===== src/rtl/instr_loader.sv =====
`default_nettype none
// ============================================================================
//  Module   : instr_loader
//  Purpose  : Boot-time instruction loader. Takes a byte stream over a
//             valid/ready handshake, reads a 16-bit big-endian word count N,
//             assembles N big-endian instruction words and writes them into
//             instruction memory starting at address 0, then releases the CPU.
//  Revision : 1.0 - initial release
// ----------------------------------------------------------------------------
//  Ports
//    CLK        in   system clock, rising edge
//    RST        in   synchronous reset, active-high
//    start      in   begin a load session (1-cycle pulse)
//    in_data    in   stream byte
//    in_valid   in   in_data valid
//    in_ready   out  loader accepts a byte this cycle
//    mem_we     out  instruction memory write strobe (one cycle per word)
//    mem_addr   out  write address
//    mem_wdata  out  write data
//    cpu_hold   out  1 = keep CPU stalled
//    done       out  load completed successfully
//    err        out  header word count exceeds memory depth
// ============================================================================
module instr_loader #(
    parameter int WORD_WIDTH = 16,
    parameter int ADDR_WIDTH = 10
) (
    input  logic                  CLK,
    input  logic                  RST,
    input  logic                  start,
    input  logic [7:0]            in_data,
    input  logic                  in_valid,
    output logic                  in_ready,
    output logic                  mem_we,
    output logic [ADDR_WIDTH-1:0] mem_addr,
    output logic [WORD_WIDTH-1:0] mem_wdata,
    output logic                  cpu_hold,
    output logic                  done,
    output logic                  err
);

    localparam int c_BYTES  = WORD_WIDTH / 8;
    localparam int c_BCNT_W = (c_BYTES > 1) ? $clog2(c_BYTES) : 1;
    localparam logic [c_BCNT_W-1:0] c_LAST_BYTE = c_BCNT_W'(c_BYTES - 1);
    localparam longint unsigned c_DEPTH = 64'd1 << ADDR_WIDTH;

    localparam logic [2:0] c_ST_IDLE  = 3'd0;
    localparam logic [2:0] c_ST_LEN   = 3'd1;
    localparam logic [2:0] c_ST_DATA  = 3'd2;
    localparam logic [2:0] c_ST_WRITE = 3'd3;
    localparam logic [2:0] c_ST_DONE  = 3'd4;
    localparam logic [2:0] c_ST_ERR   = 3'd5;

    logic [2:0]            r_state;
    logic [c_BCNT_W-1:0]   r_bcnt;     // byte position within header / word
    logic [15:0]           r_len;      // word count N from the header
    logic [ADDR_WIDTH-1:0] r_index;    // index of the word being assembled
    logic [WORD_WIDTH-1:0] r_word;     // assembly register, MSB-first shift
    logic                  r_in_ready;
    logic                  r_mem_we;
    logic [ADDR_WIDTH-1:0] r_mem_addr;
    logic [WORD_WIDTH-1:0] r_mem_wdata;
    logic                  r_cpu_hold;
    logic                  r_done;
    logic                  r_err;

    logic                  w_fire;
    logic [15:0]           w_len_full;
    logic [WORD_WIDTH-1:0] w_word_next;
    logic                  w_last_word;

    assign w_fire      = in_valid && r_in_ready;
    assign w_len_full  = {r_len[15:8], in_data};
    // Truncating cast keeps the low WORD_WIDTH bits, so the oldest byte
    // falls off the top; this also works when a word is a single byte.
    assign w_word_next = WORD_WIDTH'({r_word, in_data});
    assign w_last_word = ((32'(r_index) + 32'd1) == 32'(r_len));

    always_ff @(posedge CLK) begin
        if (RST) begin
            r_state     <= c_ST_IDLE;
            r_bcnt      <= '0;
            r_len       <= '0;
            r_index     <= '0;
            r_word      <= '0;
            r_in_ready  <= 1'b0;
            r_mem_we    <= 1'b0;
            r_mem_addr  <= '0;
            r_mem_wdata <= '0;
            r_cpu_hold  <= 1'b1;
            r_done      <= 1'b0;
            r_err       <= 1'b0;
        end else begin
            r_mem_we <= 1'b0;
            case (r_state)
                c_ST_IDLE, c_ST_DONE, c_ST_ERR: begin
                    if (start) begin
                        r_state    <= c_ST_LEN;
                        r_in_ready <= 1'b1;
                        r_cpu_hold <= 1'b1;
                        r_done     <= 1'b0;
                        r_err      <= 1'b0;
                        r_index    <= '0;
                        r_bcnt     <= '0;
                    end
                end
                c_ST_LEN: begin
                    if (w_fire) begin
                        if (r_bcnt == '0) begin
                            r_len[15:8] <= in_data;
                            r_bcnt      <= c_BCNT_W'(1);
                        end else begin
                            r_len  <= w_len_full;
                            r_bcnt <= '0;
                            if (w_len_full == 16'd0) begin
                                r_state    <= c_ST_DONE;
                                r_in_ready <= 1'b0;
                                r_done     <= 1'b1;
                                r_cpu_hold <= 1'b0;
                            end else if (64'(w_len_full) > c_DEPTH) begin
                                r_state    <= c_ST_ERR;
                                r_in_ready <= 1'b0;
                                r_err      <= 1'b1;
                            end else begin
                                r_state <= c_ST_DATA;
                            end
                        end
                    end
                end
                c_ST_DATA: begin
                    if (w_fire) begin
                        r_word <= w_word_next;
                        if (r_bcnt == c_LAST_BYTE) begin
                            // Word complete: strobe the write and pause the
                            // stream for the single WRITE cycle.
                            r_bcnt      <= '0;
                            r_state     <= c_ST_WRITE;
                            r_in_ready  <= 1'b0;
                            r_mem_we    <= 1'b1;
                            r_mem_addr  <= r_index;
                            r_mem_wdata <= w_word_next;
                        end else begin
                            r_bcnt <= r_bcnt + c_BCNT_W'(1);
                        end
                    end
                end
                c_ST_WRITE: begin
                    if (w_last_word) begin
                        r_state    <= c_ST_DONE;
                        r_done     <= 1'b1;
                        r_cpu_hold <= 1'b0;
                    end else begin
                        r_index    <= r_index + ADDR_WIDTH'(1);
                        r_state    <= c_ST_DATA;
                        r_in_ready <= 1'b1;
                    end
                end
                default: begin
                    r_state    <= c_ST_IDLE;
                    r_in_ready <= 1'b0;
                end
            endcase
        end
    end

    assign in_ready  = r_in_ready;
    assign mem_we    = r_mem_we;
    assign mem_addr  = r_mem_addr;
    assign mem_wdata = r_mem_wdata;
    assign cpu_hold  = r_cpu_hold;
    assign done      = r_done;
    assign err       = r_err;

endmodule
`default_nettype wire


===== config.mk =====
export PLATFORM = sky130hd
export DESIGN_NAME = instr_loader
export DESIGN_NICKNAME = d
export VERILOG_FILES = /design/src/rtl/instr_loader.sv
export SDC_FILE = /design/constraint.sdc
export NUM_CORES = 1
export LEC_CHECK = 0
export ABC_AREA = 1
export ABC_CLOCK_PERIOD_IN_PS = 2400
export CAP_MARGIN = 20
export CORE_UTILIZATION = 25
export CTS_CLUSTER_SIZE = 8
export DETAILED_ROUTE_END_ITERATION = 10
export SLEW_MARGIN = 20
export SYNTH_ARGS = -nofsm -noshare
export SYNTH_HDL_FRONTEND = slang
export SYNTH_SLANG_ARGS = --single-unit

===== constraint.sdc =====
create_clock -name CLK -period 2.4 [get_ports CLK]
set_input_delay 0.24 -clock CLK [delete_from_list [all_inputs] [get_ports CLK]]
set_output_delay 0.24 -clock CLK [all_outputs]
set_load 0.05 [all_outputs]

==> results.yml, run 1 <==
setup_path:
  regToRegStartpoint: "r_index[3]"
  worstPathMaxFanout: 12
  critical_path.top_delay_family: "simple AND/OR/NAND/NOR gates"
  worstPathCellList: "nand2_2 -> nor2_2 -> nand3b_1 -> xnor3_1 -> nor2_2 -> nand2_4 -> nand2_4 -> nand2_2 -> nor2_1 -> nor2_1"
  critical_path_class: "reg2reg"
  setup.worst_path.start: "r_index[3]"
  end_kind: "register"
  critPathBufInv: 0
  cp_slowest_cell: "dfxtp_1"
  arrival_ns: 2.31
  reg2reg_slack_ns: 0.32
  start_kind: "register"
  cp.required_ns: 2.63
  slowest_delay_ns: 0.50
die:
  core_area_um2: 12200
  rows: 40
  die_w_um: 114
  dieArea_um2: 13100
  io_pins: 43
  die_h_um: 114
  initial_core_util_pct: 25.9
outcome:
  status: "completed"
clock_tree:
  cts.clk_slew.worst_paths_ns: 0.06
  clock_latency_ns: 0.33
  clock_sinks: 69
  root_buffer: "clkbuf_16"
  cts_made_buffers: 9
  cts_setup_buffers: 0
  cts_tree: "yes"
  cts_max_level: 3
  clock_path_buffers: 2
route:
  via_per_inst: 4.51
  drt-total-wl_mm: 8.57
  antenna_left: 0
  drtPass1Iterations: 5
  drt_iter0_markers: 115
  drt_drc_violations_left: 0
  routedWlPerCell_um: 12.9
  vias: 2991
placed_design:
  dp_hpwl_mm: 6.14
  place_inst: 647
  gp_congestion: 0.858
  port-buffer-count: 42
synthesis:
  synthCells: 444
  seq_area_frac_synth_pct: 43.8
  synth_nets: 457
  async_flop_share_pct: 0
  ys_warn_count: 0
  netlist_area_um2: 3150
  yosys_register_bits: 69
  synth_edf_count: 0
  avgSynthCellArea_um2: 7.10
  ys.flop_type: "dfxtp_1"
  yosysUniqueCellTypes: 31
timing:
  max_freq_mhz: 480
  hold_viol: 0
  clock_skew_ns: 0.00910
  report.final.slew_viol_count: 0
  max-slew-margin-rel_pct: 65.3
  tightest_slew_ns: 0.519
  setup_tns_ns: 0
  rsz0062_at_grt: "false"
  setup_viol: 0
  period_minus_slack_ns: 2.08
  fin_crit_sh_pct: 86.8
final_layout:
  finalNonFillerCells: 663
  fill_cells: 1273
  drive_above_1_share_pct: 9.49
  diodes: 0
  area_growth_pct: 29.9
  nets: 503
hold_path:
  min_path_type: "reg2reg"
  holdCritStartpoint: "err"
power_and_ir_drop:
  leakagePower_nw: 1.62
  peakVddDrop_v: 0.000346
  power.density_nw_per_um2: 842
global_routing:
  overflow: 0
  grt_pass1_wl_mm: 14.6
  track_usage_pct: 14.3
  grt_pass1_vias: 2936
  antenna_found_initial: 0
  grt_max_degree: 56
flow_run:
  maxCapViolations: 0
## cell usage in the layout (no fill, tap or decap), types with 2 or more instances in the layout
master,count
nand2_1,70
dfxtp_1,68
a21oi_1,54
o21ai_0,51
nor2_1,50
inv_1,49
clkdlybuf4s50_1,42
nand3_1,39
clkbuf_16,9
buf_4,9
nand4_1,5
nand3b_1,5
inv_2,4
nor2_2,4
nand2_2,4
nor3_1,4
o21ai_1,4
nor2_4,3
nand2_4,2
bufinv_16,2
inv_6,2
## routing by layer
metal,track usage [%],wire length (um),up-vias
li1,-,-,1546
met3,3.76,358,10
met1,18.1,4020,1362
met2,23.9,4080,73
met5,0,0,-
met4,3.72,114,0
## stage by stage
step / cell area [um2] / hold WS [ns] / power (mW) / util (%) / worst slack, ns
finish: 4100 / 0.452 / 3.45 / 33.7 / 0.318
floorplan: 3150 / 0.302 / 1.84 / - / 0.579
CTS: 4090 / 0.460 / 3.48 / 33.6 / 0.239
detailed placement: 3770 / 0.448 / 2.03 / 31.0 / 0.0951
global placement: 3770 / 0.444 / 2.02 / 31.0 / 0.112
global route: 4100 / 0.477 / 3.64 / 33.7 / 0.0680
## Yosys cell counts, types with 2 or more instances
master    count  area share [%]
a21oi_1      54             8.6
buf_2         6            0.95
clkbuf_1      8            0.95
dfxtp_1      69              44
inv_1        49             5.8
inv_2         4            0.48
nand2_1      70             8.3
nand2_2       4            0.79
nand2_4       2            0.71
nand3_1      39             6.2
nand3b_1      5             1.2
nand4_1       5            0.99
nor2_1       50             6.0
nor2_2        4            0.79
nor2_4        3             1.1
nor3_1        4            0.63
o21ai_0      51             8.1
o21ai_1       4            0.63
## flip-flops by register name (all words and copies together), names as in the netlist
| name | count |
|---|---|
| mem_wdata | 16 |
| r_len | 16 |
| mem_addr | 10 |
| r_index | 10 |
| r_word | 8 |
| r_state | 3 |
| cpu_hold | 1 |
| done | 1 |
| err | 1 |
| in_ready | 1 |
| mem_we | 1 |
| r_bcnt | 1 |
## logic make-up after synthesis
family                   share of synthesized area [%]
AND/OR/NAND/NOR                                   27.7
AO/OA/AOI/OAI                                     18.1
buffers and inverters                             9.05
flip-flops                                        43.8
XOR/XNOR                                         0.992
adder cells (fa/ha/maj)                          0.397
## worst paths after layout
path                      to  depth (start not counted)
setup / recovery  r_index[2]                         10
setup reg to reg  r_index[2]                         10
hold / removal           err                          2
hold reg to reg          err                          2
## where the power goes
part | switching [mW] | total, mW | internal (mW) | leakage (nW)
sequential | 0.0707 | 1.29 | 1.22 | 0.558
combinational | 0.490 | 0.722 | 0.232 | 0.907
clock | 0.515 | 1.43 | 0.919 | 0.154
## repair_timing
action / CTS / global route
resized for setup: 0 / 2
endpoints found under the setup margin: 0 / 7
hold buffers: 0 / 0
endpoints found under the hold margin: 0 / 0
## cell type report
type                            count  area [um2]  area share, %
Multi-Input combinational cell    305        1490           36.4
Sequential cell                    69        1380           33.8
Timing Repair Buffer               51         488           11.9
Clock buffer                       10         229           5.59
Tap cell                          168         210           5.13
Inverter                           54         203           4.95
Clock inverter                      6        93.8           2.29
## worst register-to-register path, cell delays in order (launching register included)
cell and delay [ns]:
dfxtp_1 0.50, nand2_2 0.14, nor2_2 0.21, nand3b_1 0.16, xnor3_1 0.22, nor2_2 0.19, nand2_4 0.09, nand2_4 0.14
nand2_2 0.15, nor2_1 0.14, nor2_1 0.05
No activity file was read; power rests on OpenSTA's default activity.
==> run 2: changes to the inputs <==
ABC_CLOCK_PERIOD_IN_PS = 1950   (was 2400)
clock period = 1.95 ns   (was 2.4 ns; I/O delays follow)
==> results.yml, run 2 (same netlist as run 1, synthesis figures left out) <==
die:
  io_pins: 43
  initial_core_util_pct: 25.9
  dieArea_um2: 13100
  die_h_um: 114
  core_area_um2: 12200
  rows: 40
  die_w_um: 114
global_routing:
  grt_max_degree: 56
  antenna_found_initial: 0
  track_usage_pct: 14.8
  grt_pass1_vias: 3057
  grt_pass1_wl_mm: 14.8
  overflow: 0
route:
  antenna_left: 0
  routedWlPerCell_um: 13.2
  drt_drc_violations_left: 0
  drt_iter0_markers: 117
  via_per_inst: 4.51
  drt-total-wl_mm: 9.25
  drtPass1Iterations: 4
  vias: 3165
clock_tree:
  cts_max_level: 3
  cts_made_buffers: 9
  clock_latency_ns: 0.34
  clock_path_buffers: 2
  cts.clk_slew.worst_paths_ns: 0.06
  clock_sinks: 69
  root_buffer: "clkbuf_16"
  cts_tree: "yes"
final_layout:
  drive_above_1_share_pct: 22.7
  area_growth_pct: 45.3
  diodes: 0
  nets: 542
  final_core_util_pct: 37.7
  mostFrequentLayoutCells: "62 x dfxtp_1, 59 x nand2_1, 51 x o21ai_0"
  fill_cells: 1241
  mostFrequentLayoutCell: "dfxtp_1"
timing:
  setup_viol: 9
  max_freq_mhz: 508
  report.final.slew_viol_count: 0
  timing.final.ws_setup_ns: -0.0178
  clock_skew_ns: 0.00784
  hold_slack_ns: 0.459
  period_minus_slack_ns: 1.97
  max-slew-margin-rel_pct: 64.3
  tightest_slew_ns: 0.535
  hold_viol: 0
  rsz0062_at_grt: "true"
  fin_crit_sh_pct: 101
setup_path:
  worstPathMaxFanout: 7
  end_kind: "register"
  cp.required_ns: 2.16
  critical_path_class: "reg2reg"
  start_kind: "register"
  arrival_ns: 2.18
outcome:
  failed_checks: "negative setup slack"
  status: "finished, violations left"
placed_design:
  port-buffer-count: 42
  dp_hpwl_mm: 6.40
  gp_congestion: 0.929
power_and_ir_drop:
  leakagePower_nw: 1.83
  power.density_nw_per_um2: 978
  peakVddDrop_v: 0.000524
hold_path:
  min_path_type: "reg2reg"
flow_run:
  maxCapViolations: 0
==> run 2: through the flow <==
| step | cells | setup slack [ns] | instance area, um2 | power, mW | TNS [ns] |
|---|---|---|---|---|---|
| floorplan | 444 | 0.129 | 3150 | 2.27 | 0 |
| global placement | 676 | 0.0389 | 4000 | 2.60 | 0 |
| detailed placement | 676 | -0.0361 | 4000 | 2.61 | -0.111 |
| CTS | 697 | 0.00280 | 4360 | 4.38 | 0 |
| global route | 702 | -0.133 | 4580 | 4.72 | -1.62 |
| finish | 702 | -0.0178 | 4580 | 4.48 | -0.111 |
==> run 2: metal layers <==
layer | share of wire (%) | GRT usage (%) | vias up
met4 | 1.6 | 5.19 | 0
met2 | 48 | 23.7 | 71
met3 | 4.3 | 5.35 | 12
li1 | - | - | 1624
met1 | 46 | 18.4 | 1458
met5 | 0 | 0 | -
==> run 2: cell type report <==
cell class / instances / area, um2 / share of cell area (%)
clock buffers: 11 / 233 / 5.08
well taps: 168 / 210 / 4.59
clock inverters: 5 / 85.1 / 1.86
multi-input cells: 305 / 1640 / 35.8
repair buffers: 90 / 820 / 17.9
inverters: 54 / 205 / 4.48
flip-flops and latches: 69 / 1390 / 30.3
==> run 2: final timing paths <==
kind         endpoint        from  slack [ns]  depth (start not counted)
min              done        done        0.46                          2
max              done  r_index[0]       -0.02                         15
min reg2reg      done        done        0.46                          2
max reg2reg      done  r_index[0]       -0.02                         15
==> run 2: power by group <==
part	leakage, nW	internal [mW]	switching (mW)	total, mW
sequential	0.561	1.51	0.0949	1.60
combinational	1.12	0.427	0.698	1.12
clock	0.150	1.12	0.628	1.75
total	1.83	3.06	1.42	4.48
==> run 2: critical path: stages (launching register included) <==
cell     delay, ns
dfxtp_2       0.37
ha_4          0.15
nand2_2       0.12
inv_2         0.10
nand3_1       0.10
nand3_1       0.09
nand2_1       0.07
nor2_2        0.13
nand2_2       0.10
nor2_4        0.15
nand2_4       0.09
nand2_8       0.10
buf_6         0.10
nand2_4       0.04
nand2_2       0.08
a21oi_2       0.04
==> run 2: what timing repair did <==
item	4_1_cts	5_1_grt
cloned	0	0
setup endpoints to repair	12	16
pin swaps	6	23
resized for setup	5	50
buffers inserted	5	5
hold buffers	0	0
hold endpoints to repair	0	0
